**src/rtl/seg_pkg.sv**
```systemverilog
// Shared constants and types for the multiplexed 7-segment scan controller.
package seg_pkg;

  localparam logic [6:0] SEG_BLANK = 7'b1111111;

  // Active-low {g,f,e,d,c,b,a} patterns, indexed by hex value.
  localparam logic [6:0] SEG_TAB [16] = '{
    7'b1000000, 7'b1111001, 7'b0100100, 7'b0110000,
    7'b0011001, 7'b0010010, 7'b0000010, 7'b1111000,
    7'b0000000, 7'b0010000, 7'b0001000, 7'b0000011,
    7'b1000110, 7'b0100001, 7'b0000110, 7'b0001110
  };

  typedef enum logic {DEAD_T, ON} slot_e;

endpackage

```
**src/rtl/seg_hex_decode.sv**
```systemverilog
// Combinational hex digit to active-low segment pattern lookup.
module seg_hex_decode
  import seg_pkg::*;
(
  input  logic [3:0] hex,
  output logic [6:0] seg
);

  assign seg = SEG_TAB[hex];

endmodule

```
**src/rtl/seg_scan_ctrl.sv**
```systemverilog
// Round-robin scan controller for an NDIG-digit active-low 7-segment bank.
// Optional per-digit decimal point enabled by defining SEG_SCAN_DP_EN.
module seg_scan_ctrl
  import seg_pkg::*;
#(
  parameter int NDIG  = 8,
  parameter int DIV   = 1000,
  parameter int DEAD  = 2,
  parameter int IDX_W = $clog2(NDIG)
) (
  input  logic             clk,
  input  logic             rst,
  input  logic             wr_en,
  input  logic [IDX_W-1:0] wr_idx,
  input  logic [3:0]       wr_data,
  input  logic             wr_blank,
`ifdef SEG_SCAN_DP_EN
  input  logic             wr_dp,
  output logic             dp,
`endif
  input  logic             clr,
  output logic [NDIG-1:0]  an,
  output logic [6:0]       seg,
  output logic             frame_tick
);

  localparam int CW = (NDIG > 1) ? $clog2(NDIG) : 1;
  localparam int PW = $clog2(DIV);
  localparam slot_e ST_RST = (DEAD > 0) ? DEAD_T : ON;

  logic [PW-1:0]         pre_q, pre_d;
  logic [CW-1:0]         cur_q, cur_d;
  slot_e                 st_q, st_d;
  logic                  wrap;
  logic [NDIG-1:0][3:0]  data_q;
  logic [NDIG-1:0]       blank_q;
  logic [CW-1:0]         widx;
  logic                  wr_ok;
  logic [NDIG-1:0]       onehot;
  logic [6:0]            dec_seg;
`ifdef SEG_SCAN_DP_EN
  logic [NDIG-1:0]       dp_q;
`endif

  // Slot state tracks the prescaler so outputs can be keyed off st_q alone.
  always_comb begin
    wrap  = (pre_q == PW'(DIV - 1));
    pre_d = wrap ? '0 : pre_q + 1'b1;
    cur_d = cur_q;
    if (wrap) cur_d = (cur_q == CW'(NDIG - 1)) ? '0 : cur_q + 1'b1;
    st_d  = (pre_d < PW'(DEAD)) ? DEAD_T : ON;
  end

  always_ff @(posedge clk or posedge rst) begin
    if (rst) begin
      pre_q <= '0;
      cur_q <= '0;
      st_q  <= ST_RST;
    end else begin
      pre_q <= pre_d;
      cur_q <= cur_d;
      st_q  <= st_d;
    end
  end

  assign widx  = wr_idx[CW-1:0];
  assign wr_ok = wr_en && ({1'b0, wr_idx} < (IDX_W + 1)'(NDIG));

  always_ff @(posedge clk or posedge rst) begin
    if (rst) begin
      data_q  <= '0;
      blank_q <= '1;
`ifdef SEG_SCAN_DP_EN
      dp_q    <= '0;
`endif
    end else if (clr) begin
      blank_q <= '1;
`ifdef SEG_SCAN_DP_EN
      dp_q    <= '0;
`endif
    end else if (wr_ok) begin
      data_q[widx]  <= wr_data;
      blank_q[widx] <= wr_blank;
`ifdef SEG_SCAN_DP_EN
      dp_q[widx]    <= wr_dp;
`endif
    end
  end

  seg_hex_decode u_dec (
    .hex (data_q[cur_q]),
    .seg (dec_seg)
  );

  assign onehot = {{(NDIG-1){1'b0}}, 1'b1} << cur_q;

  always_ff @(posedge clk or posedge rst) begin
    if (rst) begin
      an         <= '1;
      seg        <= SEG_BLANK;
      frame_tick <= 1'b0;
`ifdef SEG_SCAN_DP_EN
      dp         <= 1'b1;
`endif
    end else begin
      an         <= (st_q == ON) ? ~onehot : '1;
      seg        <= (st_q == ON && !blank_q[cur_q]) ? dec_seg : SEG_BLANK;
      frame_tick <= wrap && (cur_q == CW'(NDIG - 1));
`ifdef SEG_SCAN_DP_EN
      dp         <= !(st_q == ON && dp_q[cur_q]);
`endif
    end
  end

endmodule

```
**config.mk**
```make
export PLATFORM = sky130hd
export DESIGN_NAME = seg_scan_ctrl
export DESIGN_NICKNAME = d
export VERILOG_FILES = /design/src/rtl/seg_pkg.sv /design/src/rtl/seg_hex_decode.sv /design/src/rtl/seg_scan_ctrl.sv
export SDC_FILE = /design/constraint.sdc
export NUM_CORES = 1
export LEC_CHECK = 0
export CAP_MARGIN = 20
export CORE_MARGIN = 4
export CORE_UTILIZATION = 39
export CTS_CLUSTER_SIZE = 24
export DETAILED_ROUTE_END_ITERATION = 7
export GPL_ROUTABILITY_DRIVEN = 0
export GPL_TIMING_DRIVEN = 0
export PLACE_DENSITY = 0.57
export SETUP_SLACK_MARGIN = 0.02
export SLEW_MARGIN = 10
export SYNTH_ARGS = -nofsm -noshare
export SYNTH_HDL_FRONTEND = slang
export SYNTH_HIERARCHICAL = 1
export SYNTH_SLANG_ARGS = --single-unit
```
**constraint.sdc**
```tcl
create_clock -name clk -period 3 [get_ports clk]
set_input_delay 0.9 -clock clk [delete_from_list [all_inputs] [get_ports clk]]
set_output_delay 0.9 -clock clk [all_outputs]
set_load 0.01 [all_outputs]
```
# Word-level counts from Yosys, hierarchy flattened
# Memories as Yosys holds them, arrays and structs flattened.
# Index checks and enable logic that the tools add are counted.
# op_classes
shifts,1
n_lt_le_gt_ge,5
eq_ne,2
bitwise_logic,3
add_sub_neg,2
muxes,19
n_reduce_logical,6
# ops
operator,count
$bwmux 32,1
$mux 8,3
$mux 7,3
$bmux 4 s3,1
$demux 4 s3,1
$add 10x1->10 const B,1
$eq 10x10->1 const B,1
$lt 10x2->1 const B,1
$mux 10,1
$bwmux 8,1
$lt 3x4->1 const B,2
$mux 4,2
$not 8->8,1
$shl 1x3->8 const A,1
$ge 5x5->1 const B,1
$not 4->5,1
$add 3x1->3 const B,1
$bmux 1 s3,1
$demux 1 s3,1
$eq 3x3->1 const B,1
$ge 3x1->1 const B,1
$logic_and 1x1->1,3
$mux 1,3
$mux 3,1
other kinds (4),4
# totals
wordCells,54
out_inout_bits,16
regBits,70
romBits,112
inputBits,12
memories,1
# mem_list
name,depth,word_bits,rd,rd_clocked_by_memory_dff,write_ports,line_no,text
(no name shown),16,7,1,0,0,seg_hex_decode.sv:9,assign seg = SEG_TAB[hex];

# Depth between registers and ports, before layout
# logic_depth
word_depth,7
mapped_depth,10
ltp_nobuf,9

# Hierarchy
# The synthesis kept the hierarchy.
# by_module_without_submodules
mod,seq_area_each_um2,area_per_inst_um2,n_inst,cells_each
seg_scan_ctrl,1780.5,3301.9,1,261
seg_hex_decode,0.0,275.3,1,32

# Least setup slack after synthesis
# Ideal clock, no wire load.
# synth_path
kind,register to register
from,register cur_q[0]
to,register seg[0]
path_stages_with_launch,11
synth_period_minus_slack_ns,2.410
t_required_ns,2.940
path_buffers,1
setup_slack_ns,0.590
arrival_time_ns,2.351
cell_sequence,dfrtp_1 > buf_4 > mux4_2 > nand2_1 > nand2_1 > inv_1 > ha_1 > and2b_2 > or3b_1 > o21ai_0 > or2_1
# synth_between
elab_chain_len,7
word_cells_on_any_way,11
cone_classes,7 x mux; 1 x bitwise; 2 x reduce/logical; 1 x memory
# synth_rtl
item,line_no,text
"start, declared",seg_scan_ctrl.sv:32,"logic [CW-1:0] cur_q, cur_d;"
"start signal, assigned",seg_scan_ctrl.sv:61,cur_q <= cur_d;
$bmux 4 s3,seg_scan_ctrl.sv:91,".hex (data_q[cur_q]),"
$mux 4 (implied by the code),seg_scan_ctrl.sv:91,
$not 4->5 (implied by the code),seg_hex_decode.sv:9,
$mem_v2 16x7,n/a,
$mux 7 (implied by the code) (2 in series),seg_hex_decode.sv:9,
via dec_seg[0],seg_scan_ctrl.sv:40,logic [6:0] dec_seg;
$mux 7,seg_scan_ctrl.sv:107,seg <= (st_q == ON && !blank_q[cur_q]) ? dec_seg : SEG_BLANK;
"end signal, assigned",seg_scan_ctrl.sv:107,
"end, declared",seg_scan_ctrl.sv:23,"output logic [6:0] seg,"
# The timed path passes the listed nets, and every way through them passes these cells. The select of a mux whose other input is x is not followed.
# A chain may end at the register's enable or synchronous reset.

# Worst setup path after layout
# Ends and elaborated chain as after synthesis.

==> impl.org <==
** Run status
- Result of the run :: finished, final reports clean

** Logic synthesis
- The netlist uses 54 different library cells.
- Area of the mapped netlist :: 0.00358 mm^2
- Mean Syn Cell Area :: 12.2 um^2
- Syn Inst Count :: 293
- For this run, the number of Yosys warnings is 6.
- Top post-synthesis cells by area :: sky130_fd_sc_hd__dfrtp_1, sky130_fd_sc_hd__dfstp_2, sky130_fd_sc_hd__mux2_2, sky130_fd_sc_hd__mux4_2, sky130_fd_sc_hd__ha_1
- Sequential-to-total area share from yosys stat :: 0.498
- The largest total area in the synthesized netlist belongs to sky130_fd_sc_hd__dfrtp_1.
- Among all flip-flop cells after synthesis, the most frequent one is sky130_fd_sc_hd__dfrtp_1.
- Post-Synthesis Net Count :: 319
- Synthesis inferred 70 register bits.
- The share of synthesized area in the top cell type comes to 0.329.
- The synthesized design contains 0 enable-type register cells.
- Of all flip-flops after synthesis, the portion carrying an async set or reset was 1.00.

** Final layout
- Post-route insts no fill :: 445
- The area growth from synthesis to layout is 17.9%.
- In the final design database the tool counted 358 nets.
- In the final layout, the share of cells above drive strength 1 is 0.306.
- The number of antenna diodes in the final layout is 0.

** Place
- The count of buffers added on input and output ports is 27.
- Counting tap cells, the placed design contains a total of 429 instances.
- After legalization and detailed placement, the total HPWL measured 4810 um.

** Floorplanning
- Measured along the x axis, the die boundary spans 104 um.
- The core region is 0.00881 mm^2.
- Number of top-level design ports :: 28
- The initial utilization of the core area, before any placement, comes to 0.406.
- The die is 104 um tall.
- In this run the core area contains 34 standard-cell rows.
- The die covers 0.0108 mm^2.

** Detailed routing
- Vias :: 2314
- The count of nets left with antenna violations once routing finished came out at 0.
- Wirelength per Cell :: 15.1 um
- Using the TritonRoute via totals, the vias-per-cell ratio works out to 5.20.
- The first detailed-routing pass took 4 iterations.
- Post-detailed-route DRC marker count :: 0
- Iteration-0 DRC count of the detailed router :: 38
- Sum of routed wire length over all layers :: 6710 um

** Run
- The tool flagged a number of max-cap violations equal to 0.

** Pwr
- Switching portion of total power :: 0.268
- For this design the static power due to leakage is 0.00174 uW.
- Of the total power, the clock network draws 0.346.
- In this run the power density over the cells is 539 mW/mm^2.
- Of the total power, registers draw 0.485.
- Logic pwr share :: 0.169
- The analysis attributes to net switching a power of 609 uW.
- Int Power :: 1660 uW
- The worst-case IR drop observed on VDD is 0.306 mV.

** Setup path
- Arrival time at the worst endpoint :: 3.03 ns
- The setup path with the least slack is of type flip-flop to flip-flop.
- Kind of capture point of the worst setup path :: flip-flop
- Along the worst path, the maximum fanout reaches 10.
- STA puts the critical path data required time at 3.28 ns.
- The worst setup path is launched from a flip-flop.

** STA
- Accumulated negative setup slack :: 0 ns
- The worst path needs 2.75 ns of the cycle, external delays included.
- For the pin with the worst max-slew slack, the measured transition is 0.429 ns.
- Post-Route Skew :: 0.0138 ns
- Achievable Freq :: 0.364 GHz
- Count of endpoints failing hold in the final timing report :: 0
- Slew margin rel. :: 0.713
- The total count of max-transition violations in the final report is 0.
- Setup repair after global routing left no endpoint under its margin.
- Final worst path period share :: 0.916
- Setup violations remaining at the end of the flow were counted as 0.

** Clock tree
- TritonCTS built the clock tree.
- The number of setup buffers added after CTS is 0.
- Once the clock tree was built, the resizer swapped 0 gates to a different size.
- Hold bufs inserted after CTS :: 0
- After clock tree synthesis, the clock-pin slew on the worst setup and hold paths is 0.08 ns.
- CTS placed an instance of sky130_fd_sc_hd__clkbuf_8 at the clock tree root.
- H-tree levels :: 3
- The clock passes through at most 2 buffers.
- Number of clock sinks :: 70
- The number of clock buffers added by TritonCTS is 9.
- Clock latency on the worst-skew pair :: 0.35 ns

** GRT
- The via count of the first global-routing pass came to 2331.
- For this run, the total global-route usage over all layers was measured as 0.132.
- Aggregate global routing overflow :: 0
- Entering global routing, the biggest net connects 66 pins.
- Initial antenna violation count :: 0
- First-pass GRT wire length :: 11600 um

** Worst hold path
- Type of the most critical hold path :: flip-flop to flip-flop
-- per-stage QoR --
| stage | util | power (uW) | hold slack, ns | cell area (um^2) | setup slack, ns |
|---|---|---|---|---|---|
| 2_1_floorplan | - | 1410 | 0.456 | 3580 | 0.370 |
| 3_3_place_gp | 0.452 | 1490 | 0.482 | 3980 | -0.858 |
| 3_5_place_dp | 0.456 | 1510 | 0.480 | 4010 | 0.255 |
| 4_1_cts | 0.479 | 2300 | 0.500 | 4220 | 0.222 |
| 5_1_grt | 0.479 | 2400 | 0.524 | 4220 | 0.0916 |
| 6_report | 0.479 | 2270 | 0.497 | 4220 | 0.251 |
-- worst max-delay path, stage by stage (launching register included) --
cell                      delay (ns)
sky130_fd_sc_hd__dfrtp_1        0.47
sky130_fd_sc_hd__buf_4          0.28
sky130_fd_sc_hd__mux4_2         0.55
sky130_fd_sc_hd__nand2_1        0.09
sky130_fd_sc_hd__nand2_1        0.12
sky130_fd_sc_hd__inv_1          0.17
sky130_fd_sc_hd__ha_1           0.20
sky130_fd_sc_hd__and2b_2        0.23
sky130_fd_sc_hd__or3b_1         0.36
sky130_fd_sc_hd__o21ai_0        0.08
sky130_fd_sc_hd__or2_1          0.12
-- worst paths after layout --
kind                                           start                      to  slack [ns]  depth (start not counted)
worst min-delay path              pre_q[0]$_DFF_PP0_      pre_q[0]$_DFF_PP0_        0.50                          1
worst min register to register    pre_q[0]$_DFF_PP0_      pre_q[0]$_DFF_PP0_        0.50                          1
worst max register to register  cur_q[0]$_DFFE_PP0N_        seg[0]$_DFF_PP1_        0.25                         10
max in group asynchronous                        rst  blank_q[2]$_DFFE_PP1P_        1.66                          3
worst max-delay path            cur_q[0]$_DFFE_PP0N_        seg[0]$_DFF_PP1_        0.25                         10
min in group asynchronous                        rst        seg[2]$_DFF_PP1_        0.96                          2
-- cell type report --
cell class / instances / area, um^2
timing repair buffer: 28 / 298
fill: 805 / 4590
clock inverter: 7 / 80.1
multi-input combinational: 197 / 1670
sequential: 70 / 1780
inverter: 13 / 51.3
buffer: 13 / 75.1
tap: 108 / 135
clock buffer: 9 / 124
-- logic make-up after synthesis --
logic type / count (synthesis) / share of synthesized area
fa+ha+maj: 14 / 0.0490
buf+inv: 26 / 0.0346
compound gates: 36 / 0.0738
mux: 50 / 0.196
simple gates: 90 / 0.132
flops: 70 / 0.498
xor+xnor: 7 / 0.0171
-- state kept, by name, summed over array words and instances, names as in the netlist --
name / flops
an: 8
blank_q: 8
cur_q: 3
data_q: 32
frame_tick: 1
pre_q: 10
seg: 7
st_q: 1
-- metal layers --
| metal | routed length (um) | GRT usage | vias to the layer above |
|---|---|---|---|
| li1 | - | - | 1127 |
| met1 | 3300 | 0.180 | 1119 |
| met2 | 2940 | 0.197 | 54 |
| met3 | 319 | 0.0348 | 14 |
| met4 | 148 | 0.0570 | 0 |
| met5 | 0 | 0 | - |
-- synthesized netlist by cell type, types with 3 or more instances --
library cell	count
sky130_fd_sc_hd__mux4_2	9
sky130_fd_sc_hd__mux2_4	4
sky130_fd_sc_hd__nand2b_1	4
sky130_fd_sc_hd__mux2i_1	6
sky130_fd_sc_hd__or2_1	7
sky130_fd_sc_hd__buf_2	9
sky130_fd_sc_hd__xor2_1	3
sky130_fd_sc_hd__nand3_1	9
sky130_fd_sc_hd__nor2b_1	4
sky130_fd_sc_hd__nor2_1	17
sky130_fd_sc_hd__o21ai_0	10
sky130_fd_sc_hd__nor3_1	3
sky130_fd_sc_hd__ha_1	14
sky130_fd_sc_hd__dfstp_2	23
sky130_fd_sc_hd__inv_1	13
sky130_fd_sc_hd__nand4_1	3
sky130_fd_sc_hd__mux2_2	29
sky130_fd_sc_hd__o311ai_0	5
sky130_fd_sc_hd__xnor2_1	4
sky130_fd_sc_hd__dfrtp_1	47
sky130_fd_sc_hd__nand2_1	28
-- placed cells by master, fill, tap and decap left out, types with 10 or more instances in the layout --
cell | netlist | layout
sky130_fd_sc_hd__mux2_2 | 29 | 29
sky130_fd_sc_hd__nor2_1 | 17 | 17
sky130_fd_sc_hd__ha_1 | 14 | 14
sky130_fd_sc_hd__nand2_1 | 28 | 28
sky130_fd_sc_hd__dfrtp_1 | 47 | 47
sky130_fd_sc_hd__clkdlybuf4s50_1 | 0 | 27
sky130_fd_sc_hd__o21ai_0 | 10 | 10
sky130_fd_sc_hd__inv_1 | 13 | 12
sky130_fd_sc_hd__dfstp_2 | 23 | 23
-- power groups by stage --
stage               clock network (uW)  logic (uW)  registers [uW]
finish                             786         385            1100
global route                       855         428            1120
CTS                                814         389            1100
detailed placement                   0         387            1120
global placement                     0         375            1120
floorplan                            0         301            1100
(Power assumes the default switching activity.)
